[src/rtl/drec_pkg.sv]
// Shared definitions for the PWM data-recorder blocks: frame timing,
// sample width and the FIFO word layout used by both pwmdac and pwm_capture.
package drec_pkg;

    localparam int PWM_PERIOD = 256;
    localparam int PWM_SLACK  = 16;
    localparam int SAMPLE_W   = 8;
    localparam int WORD_W     = 16;

    typedef enum logic {
        ST_IDLE    = 1'b0,
        ST_MEASURE = 1'b1
    } cap_state_e;

    // The PWM adapter reads the sample from bits [11:4] of the FIFO word.
    function automatic logic [WORD_W-1:0] pack_sample(input logic [SAMPLE_W-1:0] s);
        return {4'b0000, s, 4'b0000};
    endfunction

endpackage

[src/rtl/pwm_capture_if.sv]
// FIFO write port between the PWM capture block (master) and the sample FIFO (slave).
interface pwm_capture_if;
    import drec_pkg::*;

    logic [WORD_W-1:0] wr_data;
    logic              wr;
    logic              full;

    modport master (output wr_data, output wr, input full);
    modport slave  (input wr_data, input wr, output full);

endinterface

[src/rtl/pwm_sync_edge.sv]
// Two-flop synchronizer for the asynchronous PWM line plus registered rising-edge
// detect; level and rise leave the block aligned to the same cycle.
module pwm_sync_edge (
    input  logic clk,
    input  logic rst_n,
    input  logic async_in,
    output logic level,
    output logic rise
);

    logic [1:0] sync_q, sync_d;
    logic       level_q, level_d;
    logic       rise_q, rise_d;

    always_comb begin
        sync_d  = {sync_q[0], async_in};
        level_d = sync_q[1];
        rise_d  = sync_q[1] & ~level_q;
    end

    always_ff @(posedge clk) begin
        if (!rst_n) begin
            sync_q  <= 2'b00;
            level_q <= 1'b0;
            rise_q  <= 1'b0;
        end else begin
            sync_q  <= sync_d;
            level_q <= level_d;
            rise_q  <= rise_d;
        end
    end

    assign level = level_q;
    assign rise  = rise_q;

endmodule

[src/rtl/pwm_capture.sv]
// Measures the high time of each PWM frame on pwm_in and writes it to a FIFO as an
// 8-bit sample; flags short frames and samples dropped on a full FIFO.
module pwm_capture
    import drec_pkg::*;
#(
    parameter int PERIOD = PWM_PERIOD,
    parameter int SLACK  = PWM_SLACK
) (
    input  logic          pwmclk,
    input  logic          RESET,
    input  logic          pwm_in,
    input  logic          enable,
    pwm_capture_if.master fifo,
    output logic          overrun,
    output logic          frame_err
);

    localparam int CNT_W = $clog2(PERIOD + SLACK) + 1;
    localparam logic [CNT_W-1:0] MIN_LEN = CNT_W'(PERIOD - SLACK);
    localparam logic [CNT_W-1:0] MAX_LEN = CNT_W'(PERIOD + SLACK);

    function automatic logic [SAMPLE_W-1:0] sat_inc(input logic [SAMPLE_W-1:0] v);
        return (&v) ? v : v + SAMPLE_W'(1);
    endfunction

    logic level, rise;

    pwm_sync_edge u_sync (
        .clk      (pwmclk),
        .rst_n    (RESET),
        .async_in (pwm_in),
        .level    (level),
        .rise     (rise)
    );

    cap_state_e          state_q, state_d;
    logic [CNT_W-1:0]    cnt_q, cnt_d;
    logic [SAMPLE_W-1:0] hi_q, hi_d;
    logic                wr_q, wr_d;
    logic [WORD_W-1:0]   wr_data_q, wr_data_d;
    logic                overrun_q, overrun_d;
    logic                frame_err_q, frame_err_d;
    logic                emit;
    logic [SAMPLE_W-1:0] emit_val;

    always_comb begin
        state_d     = state_q;
        cnt_d       = cnt_q;
        hi_d        = hi_q;
        wr_d        = 1'b0;
        wr_data_d   = wr_data_q;
        overrun_d   = overrun_q;
        frame_err_d = frame_err_q;
        emit        = 1'b0;
        emit_val    = '0;

        if (!enable) begin
            state_d = ST_IDLE;
            cnt_d   = '0;
            hi_d    = '0;
        end else if (state_q == ST_IDLE) begin
            // The edge cycle is already the first cycle of the frame being measured.
            if (rise) begin
                state_d = ST_MEASURE;
                cnt_d   = CNT_W'(1);
                hi_d    = SAMPLE_W'(1);
            end
        end else if (rise) begin
            if (cnt_q >= MIN_LEN) begin
                emit     = 1'b1;
                emit_val = hi_q;
            end else begin
                frame_err_d = 1'b1;
            end
            cnt_d = CNT_W'(1);
            hi_d  = SAMPLE_W'(1);
        end else if (cnt_q >= MAX_LEN) begin
            // No edge for a whole tolerance window: the line is stuck at 0% or 100%.
            emit     = 1'b1;
            emit_val = {SAMPLE_W{level}};
            cnt_d    = CNT_W'(1);
            hi_d     = {{(SAMPLE_W-1){1'b0}}, level};
        end else begin
            cnt_d = cnt_q + CNT_W'(1);
            hi_d  = level ? sat_inc(hi_q) : hi_q;
        end

        if (emit) begin
            if (fifo.full) begin
                overrun_d = 1'b1;
            end else begin
                wr_d      = 1'b1;
                wr_data_d = pack_sample(emit_val);
            end
        end
    end

    always_ff @(posedge pwmclk) begin
        if (!RESET) begin
            state_q     <= ST_IDLE;
            cnt_q       <= '0;
            hi_q        <= '0;
            wr_q        <= 1'b0;
            wr_data_q   <= '0;
            overrun_q   <= 1'b0;
            frame_err_q <= 1'b0;
        end else begin
            state_q     <= state_d;
            cnt_q       <= cnt_d;
            hi_q        <= hi_d;
            wr_q        <= wr_d;
            wr_data_q   <= wr_data_d;
            overrun_q   <= overrun_d;
            frame_err_q <= frame_err_d;
        end
    end

    assign fifo.wr      = wr_q;
    assign fifo.wr_data = wr_data_q;
    assign overrun      = overrun_q;
    assign frame_err    = frame_err_q;

endmodule

[src/flat_wrapper.sv]
// flat-port wrapper written by rule: the top's interface ports become plain ports
module pwm_capture_flat import drec_pkg::*;
#(
    parameter int PERIOD = PWM_PERIOD,
    parameter int SLACK  = PWM_SLACK
)
  (pwmclk, RESET, pwm_in, enable, overrun, frame_err, fifo_wr_data, fifo_wr, fifo_full);
  pwm_capture_if fifo_i ();
  input  logic pwmclk;
  input  logic RESET;
  input  logic pwm_in;
  input  logic enable;
  output logic overrun;
  output logic frame_err;
  output wire logic [$bits(fifo_i.wr_data)-1:0] fifo_wr_data;
  output wire logic [$bits(fifo_i.wr)-1:0] fifo_wr;
  input wire logic [$bits(fifo_i.full)-1:0] fifo_full;
  assign fifo_wr_data = fifo_i.wr_data;
  assign fifo_wr = fifo_i.wr;
  assign fifo_i.full = fifo_full;
  pwm_capture #(.PERIOD(PERIOD), .SLACK(SLACK)) u_core (.pwmclk(pwmclk), .RESET(RESET), .pwm_in(pwm_in), .enable(enable), .fifo(fifo_i), .overrun(overrun), .frame_err(frame_err));
endmodule
[config.mk]
export PLATFORM = sky130hd
export DESIGN_NAME = pwm_capture_flat
export DESIGN_NICKNAME = d
export VERILOG_FILES = /design/src/rtl/drec_pkg.sv /design/src/rtl/pwm_capture_if.sv /design/src/rtl/pwm_sync_edge.sv /design/src/rtl/pwm_capture.sv /design/src/flat_wrapper.sv
export SDC_FILE = /design/constraint.sdc
export NUM_CORES = 1
export LEC_CHECK = 0
export CAP_MARGIN = 20
export CORE_ASPECT_RATIO = 1.5
export CORE_MARGIN = 4
export CORE_UTILIZATION = 54
export CTS_BUF_LIST = sky130_fd_sc_hd__clkbuf_16
export CTS_CLUSTER_SIZE = 30
export DETAILED_ROUTE_END_ITERATION = 7
export PLACE_DENSITY = 0.85
export SYNTH_ARGS = -nofsm -noshare
export SYNTH_HDL_FRONTEND = slang
export SYNTH_SLANG_ARGS = --single-unit
[constraint.sdc]
create_clock -name pwmclk -period 4.05 [get_ports pwmclk]
set_clock_uncertainty 0.15 [all_clocks]
set_input_delay 0.81 -clock pwmclk [delete_from_list [all_inputs] [get_ports pwmclk]]
set_output_delay 0.81 -clock pwmclk [all_outputs]
set_load 0.01 [all_outputs]
-- After elaboration in Yosys (flattened, before gate mapping)
Index checks and enable logic that the tools add are counted.
W data, S select, Z words.
- add/sub/neg operators: 2
- order comparisons: 2
- equality and inequality tests: 1
- mux-type cells: 23
- bitwise operators: 4
- reduce and logical (&&, ||, !) cells: 9
- operator list (kind ; number):
    $mux W8 ; 11
    $mux W10 ; 4
    $add A10 B1 Y10 const B ; 1
    $ge A10 B8 Y1 const B ; 1
    $ge A10 B9 Y1 const B ; 1
    $add A8 B1 Y8 const B ; 1
    $mux W1 ; 8
    $reduce_and A2 Y1 ; 4
    $reduce_and A8 Y1 ; 1
    $reduce_and A4 Y1 ; 1
    $ne A3 B2 Y1 const B ; 1
    $not A1 Y1 ; 3
    $reduce_and A3 Y1 ; 1
    $reduce_bool A3 Y1 ; 1
    $reduce_bool A2 Y1 ; 1
    $and A1 B1 Y1 ; 1
- bits in registers: 34
- output and inout port bits: 19
- logic and storage cells: 51

-- Logic depth before layout (Yosys ltp)
Gate-level depths: netlist of run 1.
- word-level depth: 6
- gate-level depth with buffers: 6
- gate-level depth less buffers: 5

-- By module
A second synthesis of run 1 with hierarchy kept.
- cell total of the unflattened synthesis: 204
- area total of the unflattened synthesis: 1697.9 µm²
- by module, submodules not included (module ; times used ; cells each ; area each (µm²)):
    pwm_capture ; 1 ; 196 ; 1586.5
    pwm_sync_edge ; 1 ; 8 ; 111.4

-- Least setup slack after synthesis of run 1
Ideal clock, no wire load.
- path type: input to register
- from: input RESET
- to: register u_core.wr_data_q[10] (netlist: u_core.fifo.wr_data[10])
- setup time: 0.063 ns
- arrival time: 1.988 ns
- data required time: 3.837 ns
- path slack: 1.849 ns
- cell stages on the path: 4
- path through: clkbuf_1 nand4b_1 nor4_1 a22o_1
- RTL lines (item ; RTL line ; text):
    start: declaration ; flat_wrapper.sv:10 ; input logic RESET;
    end signal: assignment ; pwm_capture.sv:112 ; wr_data_q <= wr_data_d;
    end: declaration ; pwm_capture.sv:40 ; logic [WORD_W-1:0] wr_data_q, wr_data_d;

-- Worst setup path after layout of run 1
- from: register u_core.cnt_q[6]
- to: register u_core.wr_data_q[7] (netlist: u_core.fifo.wr_data[7])
- word-level cells in the longest chain between the ends: 6
- elaborated cells on any way between the ends: 13
- classes of those cells: order compare: 2; mux: 10; reduce/logical: 1
- RTL lines (item ; RTL line ; text):
    start: declaration ; pwm_capture.sv:37 ; logic [CNT_W-1:0] cnt_q, cnt_d;
    start signal: assignment ; pwm_capture.sv:109 ; cnt_q <= cnt_d;
    $ge A10 B9 Y1 or $ge A10 B8 Y1 (tied branches) ; pwm_capture.sv:77, pwm_capture.sv:69 ;
    $mux W1, on equally long branches ; pwm_capture.sv:77, pwm_capture.sv:69 ;
    $mux W1 ; pwm_capture.sv:68 ; end else if (rise) begin
    $mux W1 ; pwm_capture.sv:61 ; end else if (state_q == ST_IDLE) begin
    $mux W1 ; pwm_capture.sv:57 ; if (!enable) begin
    $reduce_and A2 Y1 (no line) ; -- ;
Parallel ways exist; a longest one is shown, timed or not.
A chain may end at the register's enable or synchronous reset.

==> flow_summary.json, run 1 <==
{
  "worst_slack_ns": 1.74,
  "crit_path_end_kind": "flip-flop",
  "detailedRoute.firstIterationViolations": 68,
  "post_synth_instance_area_um2": 1650,
  "synth_seq_cells": 34,
  "cts_tree": "yes",
  "status": "finished clean",
  "cts_made_buffers": 5,
  "power.static_leakage_nw": 0.689,
  "worst-path-stages": 4,
  "worst_pin_slew_ns": 1.12,
  "vdd_ir_drop_max_v": 0.000317,
  "async_reset_ff_frac": 0,
  "grt_pass1_vias": 1266,
  "die_width_um": 53.1,
  "die-area_um2": 4020,
  "grt_antenna_before_repair": 0,
  "report.final.setup_viol": 0,
  "relative_slew_margins": 0.249,
  "final_net_count": 210,
  "worstPathCellList": "and4_1 > nor3_1 > o41a_1 > a22o_1",
  "ys_top_cells_by_area": "sky130_fd_sc_hd__dfxtp_1 (41%), sky130_fd_sc_hd__a22o_1 (4.3%), sky130_fd_sc_hd__nand2_1 (3.9%)",
  "floorplan.initialDensity": 0.566,
  "fp-row-count": 24,
  "synth_seq_area_share": 0.413,
  "cells_after_synthesis": 189,
  "data_required_time_at_the_worst_endpoint_ns": 4.12,
  "ys_dominant_reg_cell": "sky130_fd_sc_hd__dfxtp_1",
  "routed_wire_length_per_instance_um": 14.9,
  "timing.critical_path.slowest_cell_delay_ns": 0.85,
  "seq_area_um2": 681,
  "io_buffers": 15,
  "slew_viol_final": 0,
  "num-fill-cells": 261,
  "timing.critical_path.max_delay_family": "simple AND/OR/NAND/NOR gates",
  "fin_tns_setup_ns": 0,
  "post_route_cells_drive_above_1_share": 0.0493,
  "clk_pin_slew_ns": 0.05,
  "ant_nets": 0,
  "setup.worst_path.end": "u_core.fifo.wr_data[7]",
  "synth_largest_type_area_fraction": 0.413,
  "vias": 1429,
  "wirelength_mm": 3.61,
  "floorplan_core_area_um2": 2910,
  "timing.max_cap.violations": 0,
  "grt.total_usage": 0.197,
  "worst-path-buf-inv": 0,
  "grt_max_degree": 21,
  "maximum_buffer_depth_of_the_clock_tree": 2,
  "critical_path_peak_fanout": 12,
  "global_route_wire_length_before_repair_mm": 5.72,
  "rr_worst_depth": 4,
  "report.final.hold_viol_count": 0,
  "synth_common_cells": "sky130_fd_sc_hd__dfxtp_1 (34), sky130_fd_sc_hd__nand2_1 (17), sky130_fd_sc_hd__inv_1 (13)",
  "io_pins": 24,
  "critical_path_class": "reg -> reg",
  "numClockSinks": 34,
  "ctsRootBufferMaster": "sky130_fd_sc_hd__clkbuf_16",
  "clock_insertion_delay_worst_skew_ns": 0.27,
  "slowest_stage": "sky130_fd_sc_hd__nor3_1",
  "globalRouteOverflowTotal": 0,
  "achievable-frequency_mhz": 433,
  "critPathArrivalTime_ns": 2.38,
  "min_period_over_period": 0.570,
  "post_cts.repair.setup_buffers": 0,
  "dp_slack_ns": 1.53,
  "synth_top_cell_by_area": "sky130_fd_sc_hd__dfxtp_1",
  "power-per-cell-area_nw_per_um2": 371,
  "cts_hold_buffers": 0,
  "synth_most_common_cell": "sky130_fd_sc_hd__dfxtp_1",
  "synth-edff-count": 0,
  "multi_input_comb_area_um2": 843,
  "htree_num_levels": 2,
  "flow.area_growth_from_synthesis_pct": 16.8,
  "start_kind": "flip-flop",
  "detailedRoute.firstPassIterationCount": 4,
  "setup.reg_to_reg.worst_slack_ns": 1.74,
  "finalWeightedCongestion": 0.897,
  "hp-class": "reg -> reg",
  "grt_setup_unrepaired": "false",
  "crit-reg2reg-launch": "u_core.cnt_q[6]",
  "timing.final.crit_period_ns": 2.31,
  "height_of_the_die_um": 75.7,
  "critical_path_launch_point": "u_core.cnt_q[6]",
  "synth_cell_types": 43,
  "ys_warn_count": 0,
  "dp_hpwl_mm": 2.58,
  "timing.rr.end": "u_core.fifo.wr_data[7]",
  "num_antenna_cells": 0,
  "detail_route.vias_per_cell": 5.90,
  "postCtsResizedCells": 0,
  "syn_avg_cell_area_um2": 8.72,
  "post-route-drc-count": 0
}
==> report_power, final <==
part           switching, mW  internal (mW)
Clock                  0.126          0.221
Combinational         0.0175        0.00928
Sequential           0.00264          0.337
Total                  0.146          0.568
==> cells by family after synthesis <==
family          share of synthesized area
mux                                0.0372
fa+ha+maj                          0.0228
compound gates                      0.230
other cells                       0.00228
buf+inv                            0.0911
simple gates                        0.204
flops                               0.413
==> per-stage QoR <==
step,std cells,power [mW],util,instance area (um2),hold WS [ns]
2_1_floorplan,196,0.370,-,1670,0.262
3_3_place_gp,234,0.371,0.613,1790,0.264
3_5_place_dp,234,0.372,0.613,1790,0.284
4_1_cts,242,0.721,0.661,1920,0.283
5_1_grt,242,0.737,0.661,1920,0.308
6_report,242,0.713,0.661,1920,0.282
==> worst reg2reg max path, cell delays in order (launching register included) <==
cell and delay (ns):
sky130_fd_sc_hd__dfxtp_1 0.37, sky130_fd_sc_hd__and4_1 0.23, sky130_fd_sc_hd__nor3_1 0.85, sky130_fd_sc_hd__o41a_1 0.45, sky130_fd_sc_hd__a22o_1 0.21
==> registers in the layout, indices dropped and copies added (netlist names) <==
signal	cells
u_core.u_sync.sync_q	2
u_core.overrun	1
u_core.cnt_q	10
u_core.hi_q	8
u_core.fifo.wr_data	8
u_core.frame_err	1
u_core.u_sync.level	1
u_core.state_q	1
u_core.fifo.wr	1
u_core.u_sync.rise	1
==> per-layer routing <==
layer	wire (um)	vias to the layer above	global-route usage
li1	-	705	-
met1	1450	672	0.212
met5	0	-	0
met3	171	6	0.0470
met2	1920	46	0.360
met4	69	0	0.0881
==> layout by cell type (no fill, tap or decap), types with 2 or more instances in the layout <==
cell / synthesis / routed
sky130_fd_sc_hd__a311oi_1: 3 / 3
sky130_fd_sc_hd__a211oi_1: 4 / 4
sky130_fd_sc_hd__inv_1: 13 / 14
sky130_fd_sc_hd__nor4_1: 3 / 3
sky130_fd_sc_hd__o21ai_0: 11 / 11
sky130_fd_sc_hd__ha_1: 3 / 3
sky130_fd_sc_hd__nor2b_1: 2 / 2
sky130_fd_sc_hd__and3_1: 7 / 7
sky130_fd_sc_hd__nand4b_1: 2 / 2
sky130_fd_sc_hd__and2_1: 4 / 4
sky130_fd_sc_hd__nor2_1: 8 / 8
sky130_fd_sc_hd__buf_4: 8 / 2
sky130_fd_sc_hd__nand2_1: 17 / 17
sky130_fd_sc_hd__nand4_1: 3 / 3
sky130_fd_sc_hd__clkdlybuf4s50_1: 0 / 15
sky130_fd_sc_hd__o211ai_1: 4 / 4
sky130_fd_sc_hd__nor3_1: 4 / 4
sky130_fd_sc_hd__mux2i_1: 5 / 5
sky130_fd_sc_hd__o41a_1: 2 / 2
sky130_fd_sc_hd__a21oi_1: 6 / 6
sky130_fd_sc_hd__dfxtp_1: 34 / 34
sky130_fd_sc_hd__a22o_1: 8 / 8
sky130_fd_sc_hd__conb_1: 1 / 8
sky130_fd_sc_hd__o211a_1: 3 / 3
sky130_fd_sc_hd__a2111oi_0: 2 / 2
sky130_fd_sc_hd__clkbuf_16: 0 / 5
sky130_fd_sc_hd__nand3_1: 5 / 5
sky130_fd_sc_hd__a41oi_1: 2 / 2
==> final cells by class <==
type | instances | share of cell area
clock buffer | 5 | 0.0650
tap | 39 | 0.0254
sequential | 34 | 0.354
clock inverter | 3 | 0.00650
multi-input combinational | 131 | 0.438
timing repair buffer | 17 | 0.0858
inverter | 13 | 0.0254
==> how the worst min path moves through the flow <==
stage	cells past startpoint	endpoint	startpoint	slack, ns
floorplan	1	u_core.u_sync.sync_q[1]	u_core.u_sync.sync_q[0]	0.26
global placement	1	u_core.u_sync.sync_q[1]	u_core.u_sync.sync_q[0]	0.26
detailed placement	1	u_core.u_sync.sync_q[1]	u_core.u_sync.sync_q[0]	0.28
CTS	1	u_core.u_sync.sync_q[1]	u_core.u_sync.sync_q[0]	0.28
global route	1	u_core.u_sync.sync_q[1]	u_core.u_sync.sync_q[0]	0.31
finish	1	u_core.u_sync.sync_q[1]	u_core.u_sync.sync_q[0]	0.28
(Power assumes the default switching activity.)
==> inputs of run 2 (changes only) <==
--- a/config.mk
+++ b/config.mk
@@ -8,11 +8,11 @@
 export CAP_MARGIN = 20
 export CORE_ASPECT_RATIO = 1.5
 export CORE_MARGIN = 4
-export CORE_UTILIZATION = 54
+export CORE_UTILIZATION = 48
 export CTS_BUF_LIST = sky130_fd_sc_hd__clkbuf_16
 export CTS_CLUSTER_SIZE = 30
 export DETAILED_ROUTE_END_ITERATION = 7
-export PLACE_DENSITY = 0.85
+export PLACE_DENSITY = 0.81
 export SYNTH_ARGS = -nofsm -noshare
 export SYNTH_HDL_FRONTEND = slang
 export SYNTH_SLANG_ARGS = --single-unit
==> constraint.sdc (replaced) <==
create_clock -name pwmclk -period 1.9 [get_ports pwmclk]
set_clock_uncertainty 0.15 [all_clocks]
set_input_delay 0.38 -clock pwmclk [delete_from_list [all_inputs] [get_ports pwmclk]]
set_output_delay 0.38 -clock pwmclk [all_outputs]
set_load 0.01 [all_outputs]
==> flow_summary.json, run 2 (synthesis results as in run 1) <==
{
  "hp-class": "reg -> reg",
  "power.static_leakage_nw": 0.905,
  "share_clk_of_total_power": 0.484,
  "maximum_buffer_depth_of_the_clock_tree": 2,
  "crit_path_end_kind": "flip-flop",
  "seq_area_um2": 686,
  "final_design_area_no_fill_um2": 2360,
  "report.final.setup_viol": 16,
  "placedCellCount": 270,
  "grt.total_usage": 0.219,
  "ant_nets": 0,
  "grt_util_met1": 0.203,
  "critPathArrivalTime_ns": 2.09,
  "layout_commonest_cell": "sky130_fd_sc_hd__buf_4",
  "fp-row-count": 25,
  "grt_antenna_before_repair": 0,
  "instances_no_fill": 284,
  "mostFrequentLayoutCells": "sky130_fd_sc_hd__buf_4 (41), sky130_fd_sc_hd__dfxtp_1 (30), sky130_fd_sc_hd__nand2_1 (17)",
  "globalRouteOverflowTotal": 0,
  "cts_made_buffers": 5,
  "post_route_cells_drive_above_1_share": 0.283,
  "grt_pass1_vias": 1658,
  "gr-max-usage-layer": "met2",
  "final_net_count": 251,
  "vias": 1644,
  "cts_tree": "yes",
  "totalPowerFinal_mw": 1.56,
  "grt_setup_unrepaired": "true",
  "htree_num_levels": 2,
  "failing_checks": "setup timing",
  "detailedRoute.firstIterationViolations": 74,
  "power.share.sequential": 0.463,
  "io_pins": 24,
  "detail_route.vias_per_cell": 5.79,
  "registers.top_by_ff_count": "u_core.cnt_q",
  "p_sw_mw": 0.335,
  "critical_path_class": "reg -> reg",
  "setup.reg_to_reg.worst_slack_ns": -0.16,
  "numClockSinks": 34,
  "multi_input_comb_area_um2": 960,
  "report.final.hold_viol_count": 0,
  "clk_pin_slew_ns": 0.05,
  "power-per-cell-area_nw_per_um2": 661,
  "worst_pin_slew_ns": 0.658,
  "clock_insertion_delay_worst_skew_ns": 0.28,
  "data_required_time_at_the_worst_endpoint_ns": 1.93,
  "relative_slew_margins": 0.558,
  "dp_hpwl_mm": 2.96,
  "wirelength_mm": 4.53,
  "num-fill-cells": 226,
  "grt.met2_usage": 0.412,
  "status": "complete, but fails checks",
  "io_buffers": 15,
  "slew_viol_final": 0,
  "grtUsageMet3": 0.0615,
  "die-area_um2": 4450,
  "timing.final.crit_period_ns": 2.06,
  "start_kind": "flip-flop",
  "fin_tns_setup_ns": -1.77,
  "num_antenna_cells": 0,
  "critical_path_peak_fanout": 5,
  "internal-power_mw": 1.22,
  "finalWeightedCongestion": 0.837,
  "share_comb_of_total_power": 0.054,
  "dp_slack_ns": -0.433,
  "ctsRootBufferMaster": "sky130_fd_sc_hd__clkbuf_16",
  "height_of_the_die_um": 79.8,
  "min_period_over_period": 1.08,
  "global_route_wire_length_before_repair_mm": 7.50,
  "achievable-frequency_mhz": 486,
  "flow.area_growth_from_synthesis_pct": 43.3,
  "detailedRoute.firstPassIterationCount": 4,
  "swShare": 0.215,
  "die_width_um": 55.8,
  "worst_slack_ns": -0.157,
  "placed_cell_area_um2": 2050,
  "floorplan_core_area_um2": 3220,
  "timing.hold.ws_ns": 0.281,
  "routed_wire_length_per_instance_um": 15.9,
  "fin_util": 0.733,
  "grt_max_degree": 15,
  "timing.max_cap.violations": 0,
  "flip_flop_count_of_the_largest_register_after_layout": 10,
  "floorplan.initialDensity": 0.511,
  "vdd_ir_drop_max_v": 0.000611,
  "post-route-drc-count": 0
}
[run 2: cell count changes in the layout (fill, tap and decap cells not counted), sizes merged]
cell and change:
clkinv +1, buf +41, inv -1
[run 2: final timing paths]
| path | startpoint | to | depth (start not counted) |
|---|---|---|---|
| max | u_core.cnt_q[5] | u_core.cnt_q[7] | 5 |
| min | u_core.u_sync.sync_q[0] | u_core.u_sync.sync_q[1] | 1 |
| max reg2reg | u_core.cnt_q[5] | u_core.cnt_q[7] | 5 |
| min reg2reg | u_core.u_sync.sync_q[0] | u_core.u_sync.sync_q[1] | 1 |
[run 2: repair_timing]
action / in CTS / in global routing
buffers inserted: 4 / 3
pin swaps: 7 / 8
hold buffers: 0 / 0
gates resized for setup: 12 / 17
setup endpoints to repair: 18 / 25
[run 2: critical path: stages (launching register included)]
cell                       delay, ns
sky130_fd_sc_hd__dfxtp_2        0.33
sky130_fd_sc_hd__o41a_1         0.49
sky130_fd_sc_hd__or4_4          0.46
sky130_fd_sc_hd__buf_6          0.15
sky130_fd_sc_hd__a31o_1         0.19
sky130_fd_sc_hd__a311oi_2       0.19
[run 2: per-layer routing]
| layer | vias to the layer above | routed length [um] |
|---|---|---|
| met1 | 777 | 1710 |
| met4 | 0 | 167 |
| met5 | - | 0 |
| met2 | 63 | 2420 |
| li1 | 787 | - |
| met3 | 17 | 235 |
[run 2: power by group through the flow]
stage,clock [mW],sequential (mW),combinational (mW)
after floorplan,0,0.734,0.0536
after global placement,0,0.736,0.0740
after detailed placement,0,0.736,0.0758
after CTS,0.762,0.721,0.0789
after global routing,0.801,0.721,0.0918
final,0.755,0.722,0.0839
[run 2: layout make-up]
type                       instances  area share
timing repair buffer              58       0.203
inverter                          13      0.0207
sequential                        34       0.290
clock inverter                     3     0.00477
tap                               40      0.0212
multi-input combinational        131       0.406
clock buffer                       5      0.0530
==> inputs of run 3 (changes only) <==
--- a/config.mk
+++ b/config.mk
@@ -12,6 +12,7 @@
 export CTS_BUF_LIST = sky130_fd_sc_hd__clkbuf_16
 export CTS_CLUSTER_SIZE = 30
 export DETAILED_ROUTE_END_ITERATION = 7
+export GPL_TIMING_DRIVEN = 0
 export PLACE_DENSITY = 0.81
 export SYNTH_ARGS = -nofsm -noshare
 export SYNTH_HDL_FRONTEND = slang
==> flow_summary.json, run 3 (synthesis results as in run 1) <==
{
  "status": "complete, but fails checks",
  "failing_checks": "setup timing",
  "vias": 1541,
  "layout_commonest_cell": "sky130_fd_sc_hd__dfxtp_1",
  "die_width_um": 55.8,
  "setup.worst_path.end": "u_core.hi_q[5]",
  "ctsRootBufferMaster": "sky130_fd_sc_hd__clkbuf_16",
  "timing.critical_path.max_delay_family": "compound AO/OA/AOI/OAI gates",
  "cts_tree": "yes",
  "detailedRoute.firstIterationViolations": 48,
  "detail_route.vias_per_cell": 5.79,
  "routed_wire_length_per_instance_um": 15.2,
  "grt_antenna_before_repair": 0,
  "slew_viol_final": 0,
  "vdd_ir_drop_max_v": 0.000644,
  "data_required_time_at_the_worst_endpoint_ns": 1.91,
  "registers.top_by_ff_count": "u_core.cnt_q",
  "fin_tns_setup_ns": -1.84,
  "hold_path_depth": 1,
  "io_pins": 24,
  "hp-class": "reg -> reg",
  "grt_pass1_vias": 1488,
  "totalPowerFinal_mw": 1.56,
  "critical_path_peak_fanout": 5,
  "worst-path-stages": 4,
  "detailedRoute.firstPassIterationCount": 4,
  "rr_worst_depth": 4,
  "floorplan_core_area_um2": 3220,
  "critical_path_class": "reg -> reg",
  "ant_nets": 0,
  "crit_path_end_kind": "flip-flop",
  "mostFrequentLayoutCells": "sky130_fd_sc_hd__dfxtp_1 (28), sky130_fd_sc_hd__buf_4 (18), sky130_fd_sc_hd__nand2_1 (17)",
  "final_net_count": 233,
  "wirelength_mm": 4.05,
  "flip_flop_count_of_the_largest_register_after_layout": 10,
  "multi_input_comb_area_um2": 936,
  "power.static_leakage_nw": 0.832,
  "grt.total_usage": 0.197,
  "worstPathCellList": "o41a_1 > o21ai_0 > a2111oi_2 > mux2_2",
  "worst_slack_ns": -0.176,
  "achievable-frequency_mhz": 482,
  "report.final.hold_viol_count": 0,
  "numClockSinks": 34,
  "num_antenna_cells": 0,
  "slowest_stage": "sky130_fd_sc_hd__o21ai_0",
  "worst-path-buf-inv": 0,
  "num-fill-cells": 248,
  "relative_slew_margins": 0.569,
  "cts_hold_buffers": 0,
  "post-route-drc-count": 0,
  "global_route_wire_length_before_repair_mm": 6.78,
  "start_kind": "flip-flop",
  "height_of_the_die_um": 79.8,
  "seq_area_um2": 693,
  "die-area_um2": 4450,
  "timing.critical_path.slowest_cell_delay_ns": 0.54,
  "worst_pin_slew_ns": 0.639,
  "io_buffers": 15,
  "timing.final.crit_period_ns": 2.08,
  "fp-row-count": 25,
  "power-per-cell-area_nw_per_um2": 709,
  "min_period_over_period": 1.09,
  "timing.rr.end": "u_core.hi_q[5]",
  "crit-reg2reg-launch": "u_core.cnt_q[6]",
  "finalWeightedCongestion": 0.908,
  "dp_hpwl_mm": 2.52,
  "grt_setup_unrepaired": "true",
  "flow.area_growth_from_synthesis_pct": 33.6,
  "report.final.setup_viol": 23,
  "grt_max_degree": 11,
  "htree_num_levels": 2,
  "cts_made_buffers": 5,
  "post_route_cells_drive_above_1_share": 0.226,
  "timing.max_cap.violations": 0,
  "clock_insertion_delay_worst_skew_ns": 0.28,
  "clk_pin_slew_ns": 0.05,
  "critPathArrivalTime_ns": 2.09,
  "maximum_buffer_depth_of_the_clock_tree": 2,
  "globalRouteOverflowTotal": 0,
  "critical_path_launch_point": "u_core.cnt_q[6]",
  "floorplan.initialDensity": 0.511,
  "setup.reg_to_reg.worst_slack_ns": -0.18,
  "fin_util": 0.683
}
[run 3: changes by cell type in the layout (fill, tap and decap cells not counted), sizes merged]
| cell | before | now |
|---|---|---|
| clkbuf | 5 | 9 |
| buf | 43 | 21 |
| inv | 13 | 14 |
| clkinv | 3 | 2 |
[run 3: metal layers]
layer,share of wire,vias up,GRT usage
met2,0.52,48,0.364
met1,0.38,726,0.188
met3,0.049,19,0.0550
met4,0.046,0,0.128
met5,0,-,0
li1,-,748,-
[run 3: worst min path at each step]
| stage | start | endpoint | slack [ns] |
|---|---|---|---|
| floorplan | u_core.u_sync.sync_q[0] | u_core.u_sync.sync_q[1] | 0.26 |
| global placement | u_core.u_sync.sync_q[0] | u_core.u_sync.sync_q[1] | 0.26 |
| detailed placement | u_core.u_sync.sync_q[0] | u_core.u_sync.sync_q[1] | 0.28 |
| CTS | u_core.u_sync.sync_q[0] | u_core.u_sync.sync_q[1] | 0.29 |
| global route | u_core.u_sync.sync_q[0] | u_core.u_sync.sync_q[1] | 0.30 |
| finish | u_core.u_sync.sync_q[0] | u_core.u_sync.sync_q[1] | 0.29 |
[run 3: layout make-up]
type | count | share of cell area
clock inverters | 3 | 0.00568
inverters | 13 | 0.0222
clock buffers | 5 | 0.0568
multi-input cells | 131 | 0.425
repair buffers | 27 | 0.114
flip-flops and latches | 34 | 0.315
plain buffers | 13 | 0.0386
well taps | 40 | 0.0227
[run 3: what timing repair did]
item                       in CTS  in global routing
setup endpoints to repair      27                 28
hold endpoints to repair        0                  0
pin swaps                       9                  9
setup buffers                   9                  4
resized for setup              22                 15
[run 3: metrics by stage]
stage | instance area, um2 | hold slack, ns | cells | setup WS, ns
after detailed placement | 1870 | 0.276 | 251 | -0.744
after global placement | 1870 | 0.263 | 251 | -0.722
after global routing | 2200 | 0.301 | 266 | -0.209
after CTS | 2150 | 0.288 | 266 | -0.257
final | 2200 | 0.287 | 266 | -0.176
after floorplan | 1670 | 0.262 | 196 | -0.160
[run 3: report_power, final]
part	internal (mW)	switching (mW)	total, mW
clock network	0.472	0.283	0.755
logic	0.0383	0.0483	0.0866
registers	0.715	0.00341	0.719
